<file path="config.mk">
export PLATFORM = sky130hd
export DESIGN_NAME = wb_monitor_master_flat
export DESIGN_NICKNAME = d
export VERILOG_FILES = /design/src/rtl/wb_monitor_master_if.sv /design/src/rtl/wb_monitor_master.sv /design/src/flat_wrapper.sv
export SDC_FILE = /design/constraint.sdc
export NUM_CORES = 1
export LEC_CHECK = 0
export ABC_CLOCK_PERIOD_IN_PS = 2500
export BUFFER_PORTS_ARGS = -buffer_cell sky130_fd_sc_hd__buf_2
export CAP_MARGIN = 15
export CORE_MARGIN = 2
export CORE_UTILIZATION = 51
export CTS_BUF_LIST = sky130_fd_sc_hd__clkbuf_8
export DETAILED_ROUTE_END_ITERATION = 8
export PLACE_DENSITY = 0.84
export SLEW_MARGIN = 20
export SYNTH_ARGS = -nofsm -noshare
export SYNTH_HDL_FRONTEND = slang
export SYNTH_SLANG_ARGS = --single-unit
</file>
<file path="constraint.sdc">
create_clock -name clk -period 2.5 [get_ports clk]
set_input_delay 0.75 -clock clk [delete_from_list [all_inputs] [get_ports clk]]
set_output_delay 0.75 -clock clk [all_outputs]
set_load 0.005 [all_outputs]
</file>
<file path="src/rtl/wb_monitor_master_if.sv">
// Wishbone initiator/responder signal bundle used by wb_monitor_master.
interface wb_monitor_master_if;
  logic [7:0]  wb_adr_o;
  logic [31:0] wb_dat_o;
  logic        wb_we_o;
  logic        wb_stb_o;
  logic        wb_cyc_o;
  logic [31:0] wb_dat_i;
  logic        wb_ack_i;

  modport master (
    output wb_adr_o, wb_dat_o, wb_we_o, wb_stb_o, wb_cyc_o,
    input  wb_dat_i, wb_ack_i
  );

  modport slave (
    input  wb_adr_o, wb_dat_o, wb_we_o, wb_stb_o, wb_cyc_o,
    output wb_dat_i, wb_ack_i
  );
endinterface

</file>
<file path="src/rtl/wb_monitor_master.sv">
// Wishbone master that probes a monitor, programs channel/bounds, then
// polls the failure register until a violation, abort or bus timeout.
module wb_monitor_master #(
  parameter int unsigned POLL_INTERVAL = 1024,
  parameter int unsigned ACK_TIMEOUT   = 255
) (
  input  logic                clk,
  input  logic                rst_n,
  input  logic                start,
  input  logic                abort,
  input  logic [4:0]          cfg_channel,
  input  logic [31:0]         cfg_lower,
  input  logic [31:0]         cfg_upper,
  wb_monitor_master_if.master wb,
  output logic                busy,
  output logic                monitoring,
  output logic                absent,
  output logic                bus_error,
  output logic                fail_valid,
  output logic [30:0]         fail_time
);

  typedef enum logic [3:0] {
    IDLE, PROBE, WR_CHAN, WR_LOW, WR_UP, CTL_SET, CTL_CLR, WAIT, POLL, ERROR
  } state_e;

  localparam logic [19:0] PI_M1 = 20'(POLL_INTERVAL - 1);
  localparam logic [15:0] AT_M1 = 16'(ACK_TIMEOUT - 1);

  state_e      state_q;
  logic        cyc_q, stb_q, we_q;
  logic [7:0]  adr_q;
  logic [31:0] dat_q;
  logic [15:0] tcnt_q;
  logic [19:0] wcnt_q;
  logic        pend_q;
  logic [4:0]  chan_q;
  logic [31:0] lo_q, up_q;
  logic        busy_q, mon_q, absent_q, berr_q, fv_q;
  logic [30:0] ft_q;

  logic [7:0]  req_adr;
  logic        req_we;
  logic [31:0] req_dat;

  always_comb begin
    req_adr = 8'h00;
    req_we  = 1'b0;
    req_dat = 32'h0;
    case (state_q)
      WR_CHAN: begin req_adr = 8'h08; req_we = 1'b1; req_dat = {27'b0, chan_q}; end
      WR_LOW:  begin req_adr = 8'h0C; req_we = 1'b1; req_dat = lo_q; end
      WR_UP:   begin req_adr = 8'h10; req_we = 1'b1; req_dat = up_q; end
      CTL_SET: begin req_adr = 8'h04; req_we = 1'b1; req_dat = 32'd1; end
      CTL_CLR: begin req_adr = 8'h04; req_we = 1'b1; req_dat = 32'd0; end
      POLL:    req_adr = 8'h14;
      default: req_adr = 8'h00;
    endcase
  end

  // Every state change goes through here so busy/monitoring stay registered
  // alongside the state and any recorded abort is consumed.
  task automatic go(input state_e s);
    state_q <= s;
    busy_q  <= !(s == IDLE || s == ERROR);
    mon_q   <= (s == WAIT || s == POLL);
    pend_q  <= 1'b0;
  endtask

  always_ff @(posedge clk or negedge rst_n) begin
    if (!rst_n) begin
      state_q  <= IDLE;
      cyc_q    <= 1'b0;
      stb_q    <= 1'b0;
      we_q     <= 1'b0;
      adr_q    <= '0;
      dat_q    <= '0;
      tcnt_q   <= '0;
      wcnt_q   <= '0;
      pend_q   <= 1'b0;
      chan_q   <= '0;
      lo_q     <= '0;
      up_q     <= '0;
      busy_q   <= 1'b0;
      mon_q    <= 1'b0;
      absent_q <= 1'b0;
      berr_q   <= 1'b0;
      fv_q     <= 1'b0;
      ft_q     <= '0;
    end else begin
      case (state_q)
        IDLE, ERROR: if (start) begin
          chan_q   <= cfg_channel;
          lo_q     <= cfg_lower;
          up_q     <= cfg_upper;
          absent_q <= 1'b0;
          berr_q   <= 1'b0;
          fv_q     <= 1'b0;
          ft_q     <= '0;
          go(PROBE);
        end
        WAIT: begin
          if (abort)                 go(IDLE);
          else if (wcnt_q == PI_M1)  go(POLL);
          else                       wcnt_q <= wcnt_q + 20'd1;
        end
        default: begin
          if (!cyc_q) begin
            cyc_q  <= 1'b1;
            stb_q  <= 1'b1;
            adr_q  <= req_adr;
            we_q   <= req_we;
            dat_q  <= req_dat;
            tcnt_q <= '0;
            if (abort) pend_q <= 1'b1;
          end else if (wb.wb_ack_i) begin
            // Ack wins over a coincident timeout; abort only acts at completion.
            cyc_q <= 1'b0;
            stb_q <= 1'b0;
            we_q  <= 1'b0;
            if (abort || pend_q) go(IDLE);
            else begin
              case (state_q)
                PROBE: if (wb.wb_dat_i == 32'd1) go(WR_CHAN);
                       else begin absent_q <= 1'b1; go(IDLE); end
                WR_CHAN: go(WR_LOW);
                WR_LOW:  go(WR_UP);
                WR_UP:   go(CTL_SET);
                CTL_SET: go(CTL_CLR);
                CTL_CLR: begin wcnt_q <= '0; go(WAIT); end
                POLL: if (wb.wb_dat_i[31]) begin
                  ft_q <= wb.wb_dat_i[30:0];
                  fv_q <= 1'b1;
                  go(IDLE);
                end else begin
                  wcnt_q <= '0;
                  go(WAIT);
                end
                default: go(IDLE);
              endcase
            end
          end else if (tcnt_q == AT_M1) begin
            cyc_q  <= 1'b0;
            stb_q  <= 1'b0;
            we_q   <= 1'b0;
            berr_q <= 1'b1;
            go(ERROR);
          end else begin
            tcnt_q <= tcnt_q + 16'd1;
            if (abort) pend_q <= 1'b1;
          end
        end
      endcase
    end
  end

  assign wb.wb_cyc_o = cyc_q;
  assign wb.wb_stb_o = stb_q;
  assign wb.wb_we_o  = we_q;
  assign wb.wb_adr_o = adr_q;
  assign wb.wb_dat_o = dat_q;
  assign busy        = busy_q;
  assign monitoring  = mon_q;
  assign absent      = absent_q;
  assign bus_error   = berr_q;
  assign fail_valid  = fv_q;
  assign fail_time   = ft_q;

endmodule

</file>
<file path="src/flat_wrapper.sv">
// flat-port wrapper written by rule: the top's interface ports become plain ports
module wb_monitor_master_flat 
#(
  parameter int unsigned POLL_INTERVAL = 1024,
  parameter int unsigned ACK_TIMEOUT   = 255
)
  (clk, rst_n, start, abort, cfg_channel, cfg_lower, cfg_upper, busy, monitoring, absent, bus_error, fail_valid, fail_time, wb_wb_adr_o, wb_wb_dat_o, wb_wb_we_o, wb_wb_stb_o, wb_wb_cyc_o, wb_wb_dat_i, wb_wb_ack_i);
  wb_monitor_master_if wb_i ();
  input  logic clk;
  input  logic rst_n;
  input  logic start;
  input  logic abort;
  input  logic [4:0] cfg_channel;
  input  logic [31:0] cfg_lower;
  input  logic [31:0] cfg_upper;
  output logic busy;
  output logic monitoring;
  output logic absent;
  output logic bus_error;
  output logic fail_valid;
  output logic [30:0] fail_time;
  output wire logic [$bits(wb_i.wb_adr_o)-1:0] wb_wb_adr_o;
  output wire logic [$bits(wb_i.wb_dat_o)-1:0] wb_wb_dat_o;
  output wire logic [$bits(wb_i.wb_we_o)-1:0] wb_wb_we_o;
  output wire logic [$bits(wb_i.wb_stb_o)-1:0] wb_wb_stb_o;
  output wire logic [$bits(wb_i.wb_cyc_o)-1:0] wb_wb_cyc_o;
  input wire logic [$bits(wb_i.wb_dat_i)-1:0] wb_wb_dat_i;
  input wire logic [$bits(wb_i.wb_ack_i)-1:0] wb_wb_ack_i;
  assign wb_wb_adr_o = wb_i.wb_adr_o;
  assign wb_wb_dat_o = wb_i.wb_dat_o;
  assign wb_wb_we_o = wb_i.wb_we_o;
  assign wb_wb_stb_o = wb_i.wb_stb_o;
  assign wb_wb_cyc_o = wb_i.wb_cyc_o;
  assign wb_i.wb_dat_i = wb_wb_dat_i;
  assign wb_i.wb_ack_i = wb_wb_ack_i;
  wb_monitor_master #(.POLL_INTERVAL(POLL_INTERVAL), .ACK_TIMEOUT(ACK_TIMEOUT)) u_core (.clk(clk), .rst_n(rst_n), .start(start), .abort(abort), .cfg_channel(cfg_channel), .cfg_lower(cfg_lower), .cfg_upper(cfg_upper), .wb(wb_i), .busy(busy), .monitoring(monitoring), .absent(absent), .bus_error(bus_error), .fail_valid(fail_valid), .fail_time(fail_time));
endmodule
</file>
---- Yosys cells after proc, flatten, opt, wreduce, memory -nomap -nowiden ----
Index checks and enable logic that the tools add are counted.
word-level totals
  memories ................................ 0
  bits in writable memories ............... 0
  register bits ........................... 189
  bits in latches ......................... 0
  input port bits ......................... 106
  logic and storage cells ................. 153
  bits in read-only memories .............. 0
  output and inout port bits .............. 79
cells by class
  reductions and logical operators ........ 27
  eq/ne operators ......................... 24
  $mul .................................... 0
  shifts and indexed selects .............. 0
  bitwise operators ....................... 4
  muxes and demuxes ....................... 78
  add/sub/neg operators ................... 2
  div/mod/pow operators ................... 0
  magnitude comparators ................... 0
operator list
  cell                   number
  $mux 31                6
  $pmux 32 s4            1
  $mux 20                6
  $pmux 20 s2            2
  $pmux 31 s2            1
  $mux 16                3
  $mux 1                 39
  $eq 32x1->1 const B    1
  $mux 4                 7
  $pmux 4 s7             1
  $pmux 5 s5             1
  $add 20x1->20 const B  1
  $eq 20x10->1 const B   1
  $add 16x1->16 const B  1
  $eq 16x8->1 const B    1
  $eq 4x3->1 const B     4
  $ne 2x2->1 const B     8
  $reduce_bool 2->1      8
  $pmux 1 s2             7
  $reduce_and 7->1       2
  $eq 4x2->1 const B     2
  $eq 4x4->1 const B     2
  $pmux 4 s2             1
  $reduce_and 2->1       4
  19 further kinds       25

---- Longest topological paths before layout ----
Gate-level depths: netlist (run 1).
  depth in word-level cells ............... 7
  gate-level depth with buffers ........... 9
  gate-level depth less buffers ........... 8

---- Worst setup path after synthesis (run 1) ----
Ideal clock, no wire load.
  path type ............................... input-to-reg
  start ................................... in wb_wb_dat_i[31]
  end ..................................... reg u_core.wcnt_q[15]
  buffers on the path ..................... 1
  stages .................................. 7
  path slack .............................. -0.121 ns
  arrival ................................. 2.501 ns
  cells stage by stage .................... or4b_1 > a211o_1 > or4_4 > o21ai_4 > buf_6 > a21oi_1 > a31o_1
between the ends
  longest elaborated chain between the ends .. 2
RTL lines
  what                        RTL line                  text
  from (decl)                 flat_wrapper.sv:27        input wire logic [$bits(wb_i.wb_dat_i)-1:0] wb_wb_dat_i;
  $ne 3x2->1 (no line)        --
  $reduce_and 8->1 (no line)  --
  to (signal assigned)        wb_monitor_master.sv:105  else wcnt_q <= wcnt_q + 20'd1;
  to (decl)                   wb_monitor_master.sv:35   logic [19:0] wcnt_q;
No other way between the ends.
A chain may end at the register's enable or synchronous reset.

---- Worst setup path after layout (run 1) ----
  start ................................... reg u_core.tcnt_q[0]
  end ..................................... reg u_core.busy_q, in the netlist u_core.busy
between the ends
  longest elaborated chain between the ends .. 3
RTL lines
  what                         RTL line                  text
  from (decl)                  wb_monitor_master.sv:34   logic [15:0] tcnt_q;
  from (signal assigned)       wb_monitor_master.sv:149  tcnt_q <= tcnt_q + 16'd1;
  $eq 16x8->1                  wb_monitor_master.sv:142  end else if (tcnt_q == AT_M1) begin
  $reduce_bool 4->1 (no line)  --
  $reduce_and 4->1 (no line)   --
  to (signal assigned)         wb_monitor_master.sv:84   busy_q <= 1'b0;
  to (decl)                    wb_monitor_master.sv:39   logic busy_q, mon_q, absent_q, berr_q, fv_q;
No other way between the ends.

==> out/results.txt, run 1 <==
Slew Viols, Final = 0
Vias in the first global route = 6644
Met1 wire length = 8.40 mm
Unrepaired setup endpoints after global routing = no
Highest clock rate = 421 MHz
Max-cap violations = 0
Design area = 0.0101 sq mm
WL final = 19.5 mm
GRT Residual Overflow = 0
CP endpoint kind = register
Maximum root-to-sink buffer count = 2
Die Area = 0.0175 sq mm
CP max stage cell = or4_1
Ys Warns = 0
Max VDD drop = 0.734 mV
Dominant cells by area after synthesis = dfrtp_1 (55%), mux2_2 (9.9%), nand2_1 (6.2%)
Leading cell types in the layout, fill and taps excluded = dfrtp_1 (184), buf_2 (178), nand2_1 (137), o21ai_0 (86), mux2_2 (74)
Hold Buf Count CTS = 0
Layout cells sized above 1 = 33.4%
Antenna violations before repair = 2
Initial Util = 52.5%
Worst-Skew Late Latency = 0.46 ns
Seq/Total Area, Yosys = 55.0%
Worst r2r src = u_core.tcnt_q[0]
Wire length on met2 = 9.51 mm
Crit path cell chain = inv_1 > ha_1 > or4b_1 > or4_1 > o21ai_2 > o221ai_2 > buf_4 > nor2b_1 > a41oi_1
Worst hold-check path type = in2async
Post_cts resized = 0
Relative slew slack = 63.0%
Final setup viols = 0
First-pass DRT Iterations = 5
Routed len/inst = 15.9 microns
Placed cell area = 0.00969 sq mm
DR vias = 6655
Ys async rst share = 100%
Synth Instances = 815
Most common cell after layout, fill and taps aside = dfrtp_1
WP data required = 2.86 ns
CTS tree = yes
Clk sinks = 184
Pwr Density = 976 mW/mm^2
Postcts setup bufs = 0
Routability congestion estimate = 0.889
ANT nets after route = 0
Syn avg cell area = 10.3 sq um
Largest net degree at the start of global routing = 74
Synth cell types = 58
Global Route Usage Sum = 22.9%
Peak per-stage delay on the critical path = 0.46 ns
Routed vias/inst = 5.41
Final nets = 1110
FP Rows = 46
Post-synth top area share = 55.0%
Core area = 0.0159 sq mm
Worst Path Max Fanout = 3
Max layer used = met4
Util after Layout = 63.1%
Initial DRC Count = 461
CP arrival = 2.74 ns
CTS Buf Count = 17
Mapped Area = 0.00838 sq mm
Worst slew pin tran = 0.551 ns
Die Y = 132 microns
Root Driver = clkbuf_8
Met3 WL = 1.40 mm
Leak = 4.77 nW
Setup tns final = 0 ns
Ys flop type = dfrtp_1
Final Hold Fails = 0
Clk_skew = 0.0137 ns
Die X = 132 microns
Flop-to-flop setup slack = 0.12 ns
Status = complete, no violations
Synthesized flop and latch total = 184
PortBufs = 179
Clock slew seen by the registers of the worst setup and hold paths = 0.09 ns
First-pass GRT wire length = 32.4 mm
CP Class = reg2reg
Area growth, synth to finish = 20.2%
Post-synth EDFFs = 0
Setup crit start kind = register
I/O Pins = 185
Tmin final = 2.38 ns
Setup crit start = u_core.tcnt_q[0]
H-tree depth = 4
Drt drc = 0
HPWL after detailed placement = 13.9 mm
Post-route clock period utilization = 95.1%
Synth area leader = dfrtp_1
[synthesized netlist by cell type, types with 2 or more instances]
cell and instances:
nand2b_1 6, nor4_1 11, or4_1 2, o21ai_0 86, o21ai_1 2, a21o_1 4, and2_1 5, buf_1 9
xor2_1 5, or4b_1 2, a31o_2 6, and4_1 5, mux2i_1 5, nor2b_1 7, nand3b_1 2, buf_4 5
mux2_2 74, a211oi_1 2, a31o_1 3, or2_2 2, nor2_1 51, and3_1 5, clkbuf_1 34, o31ai_1 3
nand3_1 14, xnor2_1 8, o21a_1 3, nor3_1 13, nand2_1 138, inv_1 11, dfrtp_1 184, or3_1 7
nand4b_1 2, a21oi_1 27, a22oi_1 31, buf_2 5, nand4_1 13, ha_1 3
[flip-flops by register name, summed over array words and instances, names as in the netlist, 3 cells and up]
signal              cells
u_core.wb.wb_adr_o      3
u_core.wcnt_q          20
u_core.wb.wb_dat_o     32
u_core.chan_q           5
u_core.state_q          4
u_core.tcnt_q          16
u_core.lo_q            32
u_core.up_q            32
u_core.fail_time       31
[cells by family after synthesis]
kind of cell	synth area share (%)
adders and majority gates	0.448
and+or+nand+nor	15.9
AOI/OAI and AO/OA	13.4
DFF	55.0
xor gates and xnor gates	1.36
muxes	10.5
buffers and inverters	3.30
other	0.0448
[stage by stage]
step	setup slack [ns]	total power, mW	hold WS [ns]	cells
4_1_cts	0.0461	9.89	0.0368	1229
3_3_place_gp	-0.237	7.89	0.455	1198
2_1_floorplan	-0.0682	6.79	0.454	819
6_report	0.123	9.82	0.0721	1231
3_5_place_dp	-0.271	8.06	0.465	1198
5_1_grt	0.0128	10.5	0.0374	1230
[worst paths after layout]
check / depth (start not counted) / end
min in group clk: 2 / u_core.wb.wb_dat_o[16]
worst max register to register: 9 / u_core.busy
worst min register to register: 2 / u_core.wb.wb_dat_o[16]
worst min-delay path: 1 / u_core.tcnt_q[11]
max in group asynchronous: 2 / u_core.wb.wb_dat_o[21]
worst max-delay path: 9 / u_core.busy
[per-layer routing]
| layer | GRT usage [%] | vias to the layer above |
|---|---|---|
| met5 | 0 | - |
| met4 | 6.76 | 0 |
| met3 | 7.42 | 23 |
| met2 | 38.0 | 201 |
| met1 | 28.8 | 3194 |
| li1 | - | 3237 |
[where the power goes]
part	internal [mW]	switching, mW
combinational	1.66	1.90
clock	0.803	1.03
sequential	3.91	0.519
total	6.37	3.45
[final cells by class]
class,instances,area (sq um)
multi-input cells,570,3540
clock buffers,18,248
inverters,11,41.3
well taps,216,270
clock inverters,13,109
diodes,2,5.00
repair buffers,217,1250
fillers,1289,5880
flip-flops and latches,184,4600
[worst max-delay path: cells and delay by family (launching register included)]
kind	cells	cell delay [ns]
simple gates	3	1.02
compound gates	3	0.48
flops	1	0.39
buf+inv	2	0.25
fa+ha+maj	1	0.14
No activity file was read; power rests on OpenSTA's default activity.
==> run 2, diff against run 1 <==
--- a/config.mk
+++ b/config.mk
@@ -6,13 +6,12 @@
 export NUM_CORES = 1
 export LEC_CHECK = 0
 export ABC_CLOCK_PERIOD_IN_PS = 2500
-export BUFFER_PORTS_ARGS = -buffer_cell sky130_fd_sc_hd__buf_2
 export CAP_MARGIN = 15
 export CORE_MARGIN = 2
-export CORE_UTILIZATION = 51
-export CTS_BUF_LIST = sky130_fd_sc_hd__clkbuf_8
+export CORE_UTILIZATION = 57
 export DETAILED_ROUTE_END_ITERATION = 8
-export PLACE_DENSITY = 0.84
+export DONT_BUFFER_PORTS = 1
+export PLACE_DENSITY = 0.8
 export SLEW_MARGIN = 20
 export SYNTH_ARGS = -nofsm -noshare
 export SYNTH_HDL_FRONTEND = slang
==> run 2 against run 1 <==
Against the previous run:
- clock-buffer cell count rose by 1
- highest routed layer is now met5
- total power rose by 7.3%
- global-route usage rose by 2.9 points
- clock skew fell by 0.0048 ns
- sequential power rose by 3%
- fmax fell by 1.3%
- combinational power fell by 10%
- flip-flop and latch count did not move
- via count fell by 5.8%
- wire length rose by 1.7%
==> out/results.txt, run 2 (synthesis gave the netlist of run 1 again) <==
Die X = 125 microns
Postcts setup bufs = 0
Antenna violations before repair = 2
Routability congestion estimate = 0.864
GR Util met1 = 32.1%
Routed vias/inst = 6.18
CP endpoint kind = register
CTS Buf Count = 17
GR peak layer = met2
HPWL after detailed placement = 13.2 mm
Worst-Skew Late Latency = 0.44 ns
H-tree depth = 4
Max VDD drop = 0.802 mV
I/O Pins = 185
Pwr Density = 1130 mW/mm^2
Setup crit start kind = register
Die Y = 125 microns
CP arrival = 2.75 ns
ANT nets after route = 0
Die Area = 0.0157 sq mm
Met3 usage = 10.1%
Global Route Usage Sum = 25.8%
Final nets = 926
Final Hold Fails = 0
CP Class = reg2reg
Clk sinks = 184
Leak = 4.07 nW
Max-cap violations = 0
Maximum root-to-sink buffer count = 2
Routed len/inst = 19.6 microns
Initial Util = 58.1%
Hold slack = 0.0210 ns
DR vias = 6271
N_diodes = 0
Area of the multi-input gates = 0.00356 sq mm
Area growth, synth to finish = 11.6%
Initial DRC Count = 507
Post-route clock period utilization = 96.4%
CTS tree = yes
GRT Residual Overflow = 0
Largest net degree at the start of global routing = 177
Most common cell after layout, fill and taps aside = dfrtp_1
First-pass DRT Iterations = 5
Clock slew seen by the registers of the worst setup and hold paths = 0.07 ns
Worst slew pin tran = 0.588 ns
FP Rows = 44
Leading cell types in the layout, fill and taps excluded = dfrtp_1 (184), nand2_1 (137), o21ai_0 (86), mux2_2 (74), nor2_1 (51)
Status = complete, no violations
Relative slew slack = 60.6%
Drt drc = 0
Grt met2 use = 41.2%
Worst Path Max Fanout = 6
Core area = 0.0144 sq mm
Slew Viols, Final = 0
Layout cells sized above 1 = 18.9%
Tmin final = 2.41 ns
Clk_skew = 0.00888 ns
Unrepaired setup endpoints after global routing = no
Layout fillers = 1071
PortBufs = 0
Worst hold-check path type = in2async
First-pass GRT wire length = 32.4 mm
Root Driver = clkbuf_16
WL final = 19.8 mm
WP data required = 2.84 ns
Placed cell area = 0.00865 sq mm
Vias in the first global route = 6338
Register area = 0.00460 sq mm
Highest clock rate = 415 MHz
Final setup viols = 0
Design area = 0.00935 sq mm
==> run 2: worst paths after layout <==
kind / from / end / slack, ns / depth (start not counted)
worst max-delay path: u_core.tcnt_q[0] / u_core.state_q[1] / 0.09 / 8
worst min-delay path: rst_n / u_core.fail_time[27] / 0.02 / 0
worst max register to register: u_core.tcnt_q[0] / u_core.state_q[1] / 0.09 / 8
worst min register to register: u_core.lo_q[5] / u_core.lo_q[5] / 0.50 / 1
max in group asynchronous: rst_n / u_core.lo_q[2] / 1.45 / 1
min in group clk: start / u_core.bus_error / 0.40 / 1
==> run 2: metal layers <==
metal  up-vias  part of all wire, %
met5         -                0.055
met4         2                  2.7
met3        47                  9.7
met2       278                   48
met1      3078                   40
li1       2866                    -
==> run 2: cell type report <==
class,count,share of cell area (%)
Inverter,11,0.442
Clock buffer,19,4.85
Multi-Input combinational cell,570,38.1
Sequential cell,184,49.3
Timing Repair Buffer,33,3.17
Clock inverter,13,1.67
Tap cell,184,2.46
==> run 2: power breakdown <==
part,internal (mW),switching (mW)
Sequential,3.91,0.632
Clock,1.56,1.23
Combinational,1.46,1.74
==> run 2: timing repair <==
action                                  in CTS  in global routing
pin swaps                                    0                  1
gates cloned                                 0                  0
endpoints found under the hold margin        9                 26
endpoints found under the setup margin       1                 16
hold buffers                                 1                  3
gates resized for setup                      1                  6
==> run 2: per-stage QoR <==
stage | setup WS (ns) | power [mW] | setup TNS, ns | instances | util [%]
after floorplan | -0.0682 | 6.79 | -0.214 | 819 | -
after global placement | -0.128 | 7.44 | -0.550 | 978 | 59.9
after detailed placement | -0.152 | 7.69 | -0.925 | 978 | 59.9
after CTS | 0.0161 | 10.5 | 0 | 1011 | 64.3
after global routing | 0.00661 | 11.2 | 0 | 1014 | 64.8
final | 0.0909 | 10.5 | 0 | 1014 | 64.8
==> run 2: worst max-delay path, stage by stage (launching register included) <==
cell and delay (ns):
dfrtp_1 0.39, inv_1 0.09, ha_1 0.16, or4b_4 0.46, or4_4 0.45, o21ai_4 0.18
o221ai_4 0.15, buf_4 0.19, o31ai_1 0.25
==> run 3, diff against run 2 <==
--- a/config.mk
+++ b/config.mk
@@ -5,7 +5,7 @@
 export SDC_FILE = /design/constraint.sdc
 export NUM_CORES = 1
 export LEC_CHECK = 0
-export ABC_CLOCK_PERIOD_IN_PS = 2500
+export ABC_CLOCK_PERIOD_IN_PS = 2200
 export CAP_MARGIN = 15
 export CORE_MARGIN = 2
 export CORE_UTILIZATION = 57
@@ -16,3 +16,4 @@
 export SYNTH_ARGS = -nofsm -noshare
 export SYNTH_HDL_FRONTEND = slang
 export SYNTH_SLANG_ARGS = --single-unit
+export TNS_END_PERCENT = 100
==> constraint.sdc (replaced) <==
create_clock -name clk -period 2.2 [get_ports clk]
set_input_delay 0.66 -clock clk [delete_from_list [all_inputs] [get_ports clk]]
set_output_delay 0.66 -clock clk [all_outputs]
set_load 0.005 [all_outputs]
==> run 3 against run 2 <==
Against the previous run:
- register-to-register slack worse by 0.25 ns
- sequential power up 14%
- highest routed layer is now met4
- hold slack lost 0.098 ns
- first-iteration DRC count down 31%
- the flow now finishes with violations (hold timing, setup timing)
- wire length shrank 2.7%
- via count increased by 0.13%
==> out/results.txt, run 3 (synthesis gave the netlist of run 1 again) <==
WL final = 19.3 mm
Drt drc = 0
Worst r2r src = u_core.tcnt_q[0]
Crit path cell chain = inv_2 > ha_4 > or4b_4 > or4_4 > o21ai_4 > o221ai_4 > o32a_1
CP Class = reg2reg
Buf/Inv on CP = 1
Setup tns final = -2.17 ns
Status = finished, violations left
Area growth, synth to finish = 14.3%
Die Area = 0.0157 sq mm
ANT nets after route = 0
Final Hold Fails = 142
Highest clock rate = 423 MHz
Maximum root-to-sink buffer count = 2
Layout fillers = 1042
CTS Buf Count = 17
Vias in the first global route = 6463
Wire length on met2 = 9.46 mm
Final setup viols = 28
Max VDD drop = 0.747 mV
Worst-Skew Late Latency = 0.43 ns
WP data required = 2.52 ns
Peak per-stage delay on the critical path = 0.46 ns
GRT Residual Overflow = 0
Leading cell types in the layout, fill and taps excluded = dfrtp_1 (184), nand2_1 (135), o21ai_0 (84), mux2_2 (74), nor2_1 (47)
Die X = 125 microns
Clk_skew = 0.0127 ns
CTS tree = yes
Max layer used = met4
Post-route clock period utilization = 107%
Critical path's top delay family = simple AND/OR/NAND/NOR gates
Root Driver = clkbuf_16
Clock slew seen by the registers of the worst setup and hold paths = 0.08 ns
Routed len/inst = 18.7 microns
Initial Util = 58.1%
Met1 wire length = 7.59 mm
Pwr Density = 1260 mW/mm^2
HPWL after detailed placement = 13.3 mm
I/O Pins = 185
Die Y = 125 microns
Max-cap violations = 0
Slew Viols, Final = 0
H-tree depth = 4
Hold slack = -0.0767 ns
Met3 WL = 1.84 mm
R2R cell count = 7
Setup crit start kind = register
Clk sinks = 184
Tmin final = 2.36 ns
Final Worst Setup Slack = -0.162 ns
PortBufs = 0
DR vias = 6279
CP max stage cell = or4b_4
Global Route Usage Sum = 25.1%
Most common cell after layout, fill and taps aside = dfrtp_1
Routed vias/inst = 6.08
Flop-to-flop setup slack = -0.16 ns
Antenna violations before repair = 1
Worst hold-check path type = in2async
Unrepaired setup endpoints after global routing = yes
Initial DRC Count = 350
First-pass GRT wire length = 31.7 mm
Failing checks = hold timing, setup timing
Layout cells sized above 1 = 23.4%
R2R Path End = u_core.state_q[0]
Core area = 0.0144 sq mm
Largest net degree at the start of global routing = 185
Worst Path Max Fanout = 5
Routability congestion estimate = 0.889
FP Rows = 44
CP endpoint kind = register
CP arrival = 2.68 ns
DP Worst Slack = -0.370 ns
First-pass DRT Iterations = 5
Final nets = 943
Leak = 4.15 nW
## run 3: cell types whose count changed in the layout (fill, tap and decap cells not counted), sizes merged
cell,before,now
buf,30,49
clkinvlp,0,3
dlygate4sd3,3,0
bufinv,2,0
clkbuf,19,18
diode,0,1
o21ai,89,90
## run 3: routing by layer
| metal | GRT usage (%) | vias up |
|---|---|---|
| met5 | 0 | - |
| met4 | 9.15 | 0 |
| met3 | 8.94 | 40 |
| met2 | 41.6 | 284 |
| met1 | 30.6 | 3060 |
| li1 | - | 2895 |
## run 3: timing repair
action                                 4_1_cts  5_1_grt
pin swaps                                    2        3
setup endpoints to repair                   34       42
setup buffers                                3        1
cloned                                       1        0
gates resized for setup                     18       17
endpoints found under the hold margin      184      184
## run 3: worst reg2reg max path: stages (launching register included)
cell,delay (ns)
dfrtp_1,0.39
inv_2,0.08
ha_4,0.12
or4b_4,0.46
or4_4,0.46
o21ai_4,0.21
o221ai_4,0.16
o32a_1,0.37
## run 3: worst max path at each step
| stage | startpoint | to | slack, ns | cells after the start |
|---|---|---|---|---|
| detailed placement | wb_wb_dat_i[31] | u_core.wcnt_q[7] | -0.37 | 6 |
| finish | u_core.tcnt_q[0] | u_core.state_q[0] | -0.16 | 7 |
| global placement | wb_wb_dat_i[31] | u_core.wcnt_q[3] | -0.34 | 7 |
| floorplan | wb_wb_dat_i[31] | u_core.wcnt_q[15] | -0.28 | 7 |
| CTS | u_core.tcnt_q[0] | u_core.state_q[1] | -0.14 | 8 |
| global route | u_core.tcnt_q[0] | u_core.tcnt_q[14] | -0.24 | 9 |
## run 3: final cells by class
| type | instances | area (sq um) | area share (%) |
|---|---|---|---|
| diodes | 1 | 2.50 | 0.0261 |
| clock buffers | 18 | 439 | 4.59 |
| clock inverters | 14 | 129 | 1.35 |
| inverters | 11 | 41.3 | 0.431 |
| multi-input cells | 571 | 3680 | 38.5 |
| flip-flops and latches | 184 | 4600 | 48.1 |
| well taps | 184 | 230 | 2.40 |
| repair buffers | 49 | 444 | 4.64 |
## run 3: where the power goes
part           internal, mW  switching, mW
sequential             4.45          0.723
clock                  1.53           1.41
combinational          1.89           2.08
total                  7.86           4.21
## run 3: metrics by stage
stage	util (%)	std cells	hold slack [ns]	area, sq um	power (mW)
6_report	66.4	1032	-0.0767	9570	12.1
5_1_grt	66.4	1031	-0.105	9570	12.8
4_1_cts	65.9	1030	-0.0931	9500	12.0
3_5_place_dp	61.1	994	0.368	8820	8.89
3_3_place_gp	61.1	994	0.369	8820	8.62
2_1_floorplan	-	819	0.364	8460	7.83
